`src/rtl/difftest_commit_sequencer_if.sv`:
```
// Commit-beat bus between the two-slot retire stage and the difftest consumer.
// master drives commits and accepts queue entries; slave is the sequencer.
interface difftest_commit_sequencer_if;
    logic [1:0]  in_valid;
    logic        in_ready;
    logic [63:0] in_pc;
    logic [63:0] in_npc;
    logic [63:0] in_inst;
    logic [9:0]  in_rdIdx;
    logic [1:0]  in_wen;
    logic [63:0] in_wdata;
    logic [1:0]  in_skip;

    logic        out_valid;
    logic        out_ready;
    logic [31:0] out_pc;
    logic [31:0] out_npc;
    logic [31:0] out_inst;
    logic [31:0] out_wdata;
    logic [4:0]  out_rdIdx;
    logic        out_wen;
    logic        out_skip;

    modport master (
        output in_valid, in_pc, in_npc, in_inst, in_rdIdx, in_wen, in_wdata, in_skip,
        input  in_ready,
        input  out_valid, out_pc, out_npc, out_inst, out_wdata, out_rdIdx, out_wen, out_skip,
        output out_ready
    );

    modport slave (
        input  in_valid, in_pc, in_npc, in_inst, in_rdIdx, in_wen, in_wdata, in_skip,
        output in_ready,
        output out_valid, out_pc, out_npc, out_inst, out_wdata, out_rdIdx, out_wen, out_skip,
        input  out_ready
    );
endinterface

```
`src/rtl/difftest_commit_sequencer.sv`:
```
// Serialises two-slot commit beats into a single-entry difftest stream with idle timeout.
// Optional PC continuity checker enabled by defining DIFFTEST_PC_CHECK_EN.
module difftest_commit_sequencer #(
    parameter int DEPTH   = 8,
    parameter int TIMEOUT = 4096
) (
    input  logic                    clock,
    input  logic                    reset,
    difftest_commit_sequencer_if.slave bus,
    output logic [$clog2(DEPTH):0]  count,
    output logic                    timeout,
    output logic                    pc_mismatch
);
    localparam int PTR_W  = $clog2(DEPTH);
    localparam int CNT_W  = PTR_W + 1;
    localparam int IDLE_W = $clog2(TIMEOUT + 1);

    typedef struct packed {
        logic [31:0] pc;
        logic [31:0] npc;
        logic [31:0] inst;
        logic [31:0] wdata;
        logic [4:0]  rd;
        logic        wen;
        logic        skip;
    } entry_t;

    typedef enum logic {S_IDLE, S_DRAIN} state_t;

    entry_t mem [DEPTH];

    logic [PTR_W-1:0]  head_q, head_d, tail_q, tail_d;
    logic [CNT_W-1:0]  count_q, count_d;
    logic [IDLE_W-1:0] idle_q, idle_d;
    logic              timeout_q, timeout_d;
    state_t            state_q, state_d;

    entry_t     slot0, slot1, first_e, head_e;
    logic       accept, pop, wr_second;
    logic [1:0] push_n;

    always_comb begin
        slot0 = '{pc: bus.in_pc[31:0], npc: bus.in_npc[31:0], inst: bus.in_inst[31:0],
                  wdata: bus.in_wdata[31:0], rd: bus.in_rdIdx[4:0],
                  wen: bus.in_wen[0], skip: bus.in_skip[0]};
        slot1 = '{pc: bus.in_pc[63:32], npc: bus.in_npc[63:32], inst: bus.in_inst[63:32],
                  wdata: bus.in_wdata[63:32], rd: bus.in_rdIdx[9:5],
                  wen: bus.in_wen[1], skip: bus.in_skip[1]};
        // A lone slot1 commit is compacted down to the tail position.
        first_e   = bus.in_valid[0] ? slot0 : slot1;
        accept    = bus.in_ready && (bus.in_valid != 2'b00);
        wr_second = accept && (bus.in_valid == 2'b11);
        push_n    = !accept ? 2'd0 : (wr_second ? 2'd2 : 2'd1);
        pop       = bus.out_valid && bus.out_ready;
        head_e    = mem[head_q];
    end

    always_comb begin
        head_d    = head_q + PTR_W'(pop);
        tail_d    = tail_q + PTR_W'(push_n);
        count_d   = count_q + CNT_W'(push_n) - CNT_W'(pop);
        idle_d    = idle_q;
        if (accept) begin
            idle_d = '0;
        end else if (idle_q != IDLE_W'(TIMEOUT)) begin
            idle_d = idle_q + IDLE_W'(1);
        end
        timeout_d = timeout_q | (idle_d == IDLE_W'(TIMEOUT));
        state_d   = state_q;
        case (state_q)
            S_IDLE:  if (accept) state_d = S_DRAIN;
            S_DRAIN: if (pop && !accept && count_q == CNT_W'(1)) state_d = S_IDLE;
            default: state_d = S_IDLE;
        endcase
    end

    always_ff @(posedge clock) begin
        if (!reset) begin
            head_q    <= '0;
            tail_q    <= '0;
            count_q   <= '0;
            idle_q    <= '0;
            timeout_q <= 1'b0;
            state_q   <= S_IDLE;
        end else begin
            head_q    <= head_d;
            tail_q    <= tail_d;
            count_q   <= count_d;
            idle_q    <= idle_d;
            timeout_q <= timeout_d;
            state_q   <= state_d;
        end
    end

    // Payload storage carries no reset; validity is tracked purely by the pointers.
    always_ff @(posedge clock) begin
        if (accept) begin
            mem[tail_q] <= first_e;
        end
        if (wr_second) begin
            mem[tail_q + PTR_W'(1)] <= slot1;
        end
    end

    assign bus.in_ready  = (count_q <= CNT_W'(DEPTH - 2));
    assign bus.out_valid = (state_q == S_DRAIN);
    assign bus.out_pc    = head_e.pc;
    assign bus.out_npc   = head_e.npc;
    assign bus.out_inst  = head_e.inst;
    assign bus.out_wdata = head_e.wdata;
    assign bus.out_rdIdx = head_e.rd;
    assign bus.out_wen   = head_e.wen;
    assign bus.out_skip  = head_e.skip;
    assign count         = count_q;
    assign timeout       = timeout_q;

`ifdef DIFFTEST_PC_CHECK_EN
    logic [31:0] prev_npc_q, prev_npc_d;
    logic        prev_valid_q, prev_valid_d;
    logic        pc_mismatch_q, pc_mismatch_d;

    always_comb begin
        prev_npc_d    = prev_npc_q;
        prev_valid_d  = prev_valid_q;
        pc_mismatch_d = pc_mismatch_q;
        if (pop) begin
            prev_npc_d   = head_e.npc;
            prev_valid_d = 1'b1;
            // Skipped entries may legitimately break the PC chain (e.g. MMIO, interrupts).
            if (prev_valid_q && (head_e.pc != prev_npc_q) && !head_e.skip) begin
                pc_mismatch_d = 1'b1;
            end
        end
    end

    always_ff @(posedge clock) begin
        if (!reset) begin
            prev_valid_q  <= 1'b0;
            pc_mismatch_q <= 1'b0;
        end else begin
            prev_valid_q  <= prev_valid_d;
            pc_mismatch_q <= pc_mismatch_d;
        end
    end

    always_ff @(posedge clock) begin
        prev_npc_q <= prev_npc_d;
    end

    assign pc_mismatch = pc_mismatch_q;
`else
    assign pc_mismatch = 1'b0;
`endif
endmodule
```
`src/flat_wrapper.sv`:
```
// flat-port wrapper written by rule: the top's interface ports become plain ports
module difftest_commit_sequencer_flat 
#(
    parameter int DEPTH   = 8,
    parameter int TIMEOUT = 4096
)
  (clock, reset, count, timeout, pc_mismatch, bus_in_valid, bus_in_pc, bus_in_npc, bus_in_inst, bus_in_rdIdx, bus_in_wen, bus_in_wdata, bus_in_skip, bus_in_ready, bus_out_valid, bus_out_pc, bus_out_npc, bus_out_inst, bus_out_wdata, bus_out_rdIdx, bus_out_wen, bus_out_skip, bus_out_ready);
  difftest_commit_sequencer_if bus_i ();
  input  logic clock;
  input  logic reset;
  output logic [$clog2(DEPTH):0] count;
  output logic timeout;
  output logic pc_mismatch;
  input wire logic [$bits(bus_i.in_valid)-1:0] bus_in_valid;
  input wire logic [$bits(bus_i.in_pc)-1:0] bus_in_pc;
  input wire logic [$bits(bus_i.in_npc)-1:0] bus_in_npc;
  input wire logic [$bits(bus_i.in_inst)-1:0] bus_in_inst;
  input wire logic [$bits(bus_i.in_rdIdx)-1:0] bus_in_rdIdx;
  input wire logic [$bits(bus_i.in_wen)-1:0] bus_in_wen;
  input wire logic [$bits(bus_i.in_wdata)-1:0] bus_in_wdata;
  input wire logic [$bits(bus_i.in_skip)-1:0] bus_in_skip;
  output wire logic [$bits(bus_i.in_ready)-1:0] bus_in_ready;
  output wire logic [$bits(bus_i.out_valid)-1:0] bus_out_valid;
  output wire logic [$bits(bus_i.out_pc)-1:0] bus_out_pc;
  output wire logic [$bits(bus_i.out_npc)-1:0] bus_out_npc;
  output wire logic [$bits(bus_i.out_inst)-1:0] bus_out_inst;
  output wire logic [$bits(bus_i.out_wdata)-1:0] bus_out_wdata;
  output wire logic [$bits(bus_i.out_rdIdx)-1:0] bus_out_rdIdx;
  output wire logic [$bits(bus_i.out_wen)-1:0] bus_out_wen;
  output wire logic [$bits(bus_i.out_skip)-1:0] bus_out_skip;
  input wire logic [$bits(bus_i.out_ready)-1:0] bus_out_ready;
  assign bus_i.in_valid = bus_in_valid;
  assign bus_i.in_pc = bus_in_pc;
  assign bus_i.in_npc = bus_in_npc;
  assign bus_i.in_inst = bus_in_inst;
  assign bus_i.in_rdIdx = bus_in_rdIdx;
  assign bus_i.in_wen = bus_in_wen;
  assign bus_i.in_wdata = bus_in_wdata;
  assign bus_i.in_skip = bus_in_skip;
  assign bus_in_ready = bus_i.in_ready;
  assign bus_out_valid = bus_i.out_valid;
  assign bus_out_pc = bus_i.out_pc;
  assign bus_out_npc = bus_i.out_npc;
  assign bus_out_inst = bus_i.out_inst;
  assign bus_out_wdata = bus_i.out_wdata;
  assign bus_out_rdIdx = bus_i.out_rdIdx;
  assign bus_out_wen = bus_i.out_wen;
  assign bus_out_skip = bus_i.out_skip;
  assign bus_i.out_ready = bus_out_ready;
  difftest_commit_sequencer #(.DEPTH(DEPTH), .TIMEOUT(TIMEOUT)) u_core (.clock(clock), .reset(reset), .bus(bus_i), .count(count), .timeout(timeout), .pc_mismatch(pc_mismatch));
endmodule
```
`config.mk`:
```
export PLATFORM = sky130hd
export DESIGN_NAME = difftest_commit_sequencer_flat
export DESIGN_NICKNAME = d
export VERILOG_FILES = /design/src/rtl/difftest_commit_sequencer_if.sv /design/src/rtl/difftest_commit_sequencer.sv /design/src/flat_wrapper.sv
export SDC_FILE = /design/constraint.sdc
export NUM_CORES = 2
export LEC_CHECK = 0
export CORE_MARGIN = 2
export CORE_UTILIZATION = 60
export DETAILED_ROUTE_END_ITERATION = 10
export PLACE_DENSITY = 0.84
export SYNTH_ARGS = -nofsm -noshare
export SYNTH_HDL_FRONTEND = slang
export SYNTH_SLANG_ARGS = --single-unit
```
`constraint.sdc`:
```
create_clock -name clock -period 55.1 [get_ports clock]
set_clock_uncertainty 0.05 [all_clocks]
set_input_delay 8.265 -clock clock [delete_from_list [all_inputs] [get_ports clock]]
set_output_delay 8.265 -clock clock [all_outputs]
set_load 0.02 [all_outputs]
```
* Yosys cells after proc, flatten, opt, wreduce, memory -nomap -nowiden
Memory sizes are Yosys's and may differ from the RTL's. A register that Yosys moved wholly into a read port is not among the register bits. Cells that the tools add are included.
Operators by class: bitwise gates (word level) 2, add/subtract/negate cells 6, order comparisons 1, reduce and logical (&&, ||, !) cells 7, equality and inequality tests 4, mux-type cells 12
Operators with widths (count):
- $mux W135 | 1
- $mux W13 | 2
- $add A13 B1 Y13 const B | 1
- $eq A13 B13 Y1 const B | 1
- $ne A13 B13 Y1 const B | 1
- $logic_and A1 B1 Y1 | 5
- $mux W1 | 5
- $add A4 B2 Y4 | 1
- $eq A4 B1 Y1 const B | 1
- $le A4 B3 Y1 const B | 1
- $mux W2 | 2
- $sub A4 B1 Y4 | 1
- $add A3 B1 Y3 | 1
- $add A3 B1 Y3 const B | 1
- $add A3 B2 Y3 | 1
- $mux W3 | 1
- $eq A2 B2 Y1 const B | 1
- $pmux W1 S2 | 1
- $reduce_bool A2 Y1 | 1
- $logic_not A1 Y1 | 1
- $not A1 Y1 | 1
- $or A1 B1 Y1 | 1
Word-level totals: memory bits (writable) 1080, memories 1, flip-flop bits (word level) 25, output and inout bits 143, bits of input ports 275
Memories:
- u_core.mem | depth 8, bits a word 135, read ports 1, clocked after Yosys merged registers in 1, write ports 2, line difftest_commit_sequencer.sv:30 | entry_t mem [DEPTH];

* Longest topological paths before layout
depth after elaboration 7, mapped depth 13, mapped depth without buffers 12

* Worst setup path before layout
Ideal clock, no wire load.
path kind input to register, start point in bus_in_valid[1], end point mem u_core.mem[0][0] in the netlist's numbering (enable), required time 54056 ps, setup slack 31852 ps, arrival time 22205 ps, library setup time 994 ps, cell stages on the path 3, cell sequence nor2_1 a311o_1 o41ai_1
RTL lines:
- start: declaration | line flat_wrapper.sv:14 | input wire logic [$bits(bus_i.in_valid)-1:0] bus_in_valid;
- end: declaration | line difftest_commit_sequencer.sv:30

==> flow_metrics.py <==
metrics = {
    "status": {
        "status": "finished clean",
    },
    "placement": {
        "gp_congestion": 0.808,
        "place_ws_ps": 41670,
        "place_hpwl_um": 78400,
        "placed_cell_area_um2": 58700,
        "dp.cells": 5609,
        "port_buffers": 416,
    },
    "synthesis": {
        "synth_edf_count": 1080,
        "synth_seq_cells": 1105,
        "synth_cell_types": 48,
        "synth-seq-area-share": 0.601,
        "synth_top_flop_cell": "edfxtp_1",
        "yosys_warnings": 0,
        "synth_nets": 4725,
        "postSynthAreaPerCell_um2": 12.4,
        "synthCells": 4435,
        "syn-cell-area_um2": 54800,
        "synth_async_sr_flop_share": 0,
    },
    "clock_tree": {
        "root_buffer": "clkbuf_16",
        "cts_hold_buffers": 0,
        "clk-insertion-delay-late_ps": 700,
        "clockBufferDepth": 3,
        "postCtsSetupBuffers": 0,
        "cts_made_buffers": 111,
        "cts_tree": "built",
        "clock-sinks": 1105,
        "htreeDepth": 3,
        "path_clk_slew_ps": 60,
        "cts_resized": 0,
    },
    "sta": {
        "setup_ws_ps": 41090,
        "finalMaxSlewViolations": 0,
        "fmax_mhz": 71.4,
        "fin_tns_setup_ps": 0,
        "worst_pin_slew_ps": 1370,
        "max-slew-margin-rel": 0.0868,
        "period_needed_ps": 14010,
        "hold_violations": 0,
        "rsz0062_at_grt": "no",
        "setup_viol_count_final": 0,
        "period_share": 0.254,
    },
    "route": {
        "drc": 0,
        "num_vias": 38309,
        "wl_per_cell_um": 25.3,
        "drt_iter0_drc": 5400,
        "drt-vias-per-instance": 6.58,
        "drt-total-wl_um": 148000,
        "firstDrtPassIters": 9,
        "antenna_left": 0,
    },
    "power": {
        "p_sw_frac": 0.297,
        "p_int_uw": 1790,
        "total_leakage_power_uw": 0.0211,
        "pwr-share-seq": 0.451,
        "clockPowerShare": 0.286,
        "power_density_nw_per_um2": 40.9,
        "vdd_ir_drop_max_v": 0.0000359,
        "p_sw_uw": 755,
        "p_comb_frac": 0.262,
    },
    "final_layout": {
        "fillers": 5926,
        "nets": 4836,
        "postLayoutCoreUtil": 0.689,
        "final_cell_mix": "nor2_1, a21oi_1, edfxtp_1",
        "seqCellArea_um2": 32900,
        "design_area_um2": 62200,
        "fin_cells": 5822,
        "final_common_cell": "nor2_1",
        "drive_gt1_frac": 0.135,
        "area_delta_synth_final_pct": 13.5,
        "multi_input_area_um2": 19500,
    },
    "job": {
        "cap_viol_max_count": 0,
    },
    "global_route": {
        "track_usage": 0.312,
        "grt_pass1_vias": 37904,
        "grt_pass1_wl_um": 222000,
        "grt_max_degree": 182,
        "antenna_found_initial": 27,
        "overflow": 0,
    },
    "critical_path": {
        "critPathLaunchType": "flop",
        "worstPathArrival_ps": 5700,
        "critPathKind": "flop to output port",
        "critical_path.max_fanout": 50,
        "critical_path_required_ps": 46780,
        "worst_setup_path_end_kind": "output port",
    },
    "floorplanning": {
        "die_h_um": 306,
        "io_pins": 418,
        "rows": 110,
        "start_util": 0.607,
        "die-area_um2": 93800,
        "fp.coreArea_um2": 90300,
        "die_w_um": 306,
    },
    "min_path": {
        "hold_class": "flop to flop",
    },
}
[worst paths after layout]
kind / slack [ps] / from / cells after the start / end
worst max-delay path: 41090 / u_core.head_q[0] / 6 / bus_out_npc[22]
worst min-delay path: 430 / u_core.timeout / 2 / u_core.timeout
worst max register to register: 50230 / u_core.count[3] / 8 / u_core.mem[1][103]
worst min register to register: 430 / u_core.timeout / 2 / u_core.timeout
[power by group through the flow]
stage               Sequential, uW  Clock [uW]  Combinational [uW]
global placement              1150           0                 647
detailed placement            1160           0                 659
global route                  1160         764                 705
CTS                           1150         733                 665
floorplan                     1210           0                 413
finish                        1150         729                 667
[logic make-up (layout without fill, tap and decap cells)]
logic type | after synthesis | in the layout | synth area share
buffers and inverters | 492 | 691 | 0.0442
AO/OA/AOI/OAI | 1105 | 1105 | 0.102
multiplexers | 542 | 542 | 0.164
XOR/XNOR | 19 | 19 | 0.00304
other | 1 | 13 | 0.0000684
adder cells (fa/ha/maj) | 15 | 15 | 0.00370
flip-flops | 1105 | 1105 | 0.601
AND/OR/NAND/NOR | 1156 | 1156 | 0.0824
[routing by layer]
layer / up-vias / track usage / part of all wire
li1: 16595 / - / -
met1: 18419 / 0.415 / 0.35
met2: 2888 / 0.507 / 0.49
met3: 377 / 0.0617 / 0.12
met4: 30 / 0.127 / 0.034
met5: - / 0 / 0.0014
[cell type report]
cell class | count | share of cell area
antenna | 12 | 0.000483
clock buffer | 140 | 0.0471
clock inverter | 61 | 0.00841
inverter | 16 | 0.000965
multi-input combinational | 2838 | 0.314
sequential | 1105 | 0.529
tap | 1176 | 0.0236
timing repair buffer | 474 | 0.0758
[stage by stage]
stage / hold slack, ps / power [uW]
final: 434 / 2550
after global routing: 459 / 2630
after CTS: 448 / 2550
after detailed placement: 431 / 1820
after global placement: 405 / 1800
after floorplan: 478 / 1620
[worst max-delay path, stage by stage (launching register included)]
cell and delay (ps):
dfxtp_4 930, buf_4 940, buf_4 640, buf_4 890, mux4_2 620, mux2_2 300
clkdlybuf4s50_1 550
[state kept, by name, indices dropped and copies added (netlist names)]
signal / cells
u_core.head_q: 3
u_core.bus.out_valid: 1
u_core.timeout: 1
u_core.tail_q: 3
u_core.count: 4
u_core.idle_q: 13
u_core.mem: 1080
[synth_stat cells, types with 15 or more instances]
master	count	area (um2)
nor2_1	1098	4120
a21oi_1	1082	5420
edfxtp_1	1080	32400
mux4_2	270	6080
buf_2	169	846
buf_1	150	563
mux2i_1	137	1370
mux2_2	135	1520
clkbuf_1	104	390
buf_6	45	507
dfxtp_1	25	500
inv_1	16	60.1
and2_1	15	93.8
No activity file was read; power rests on OpenSTA's default activity.
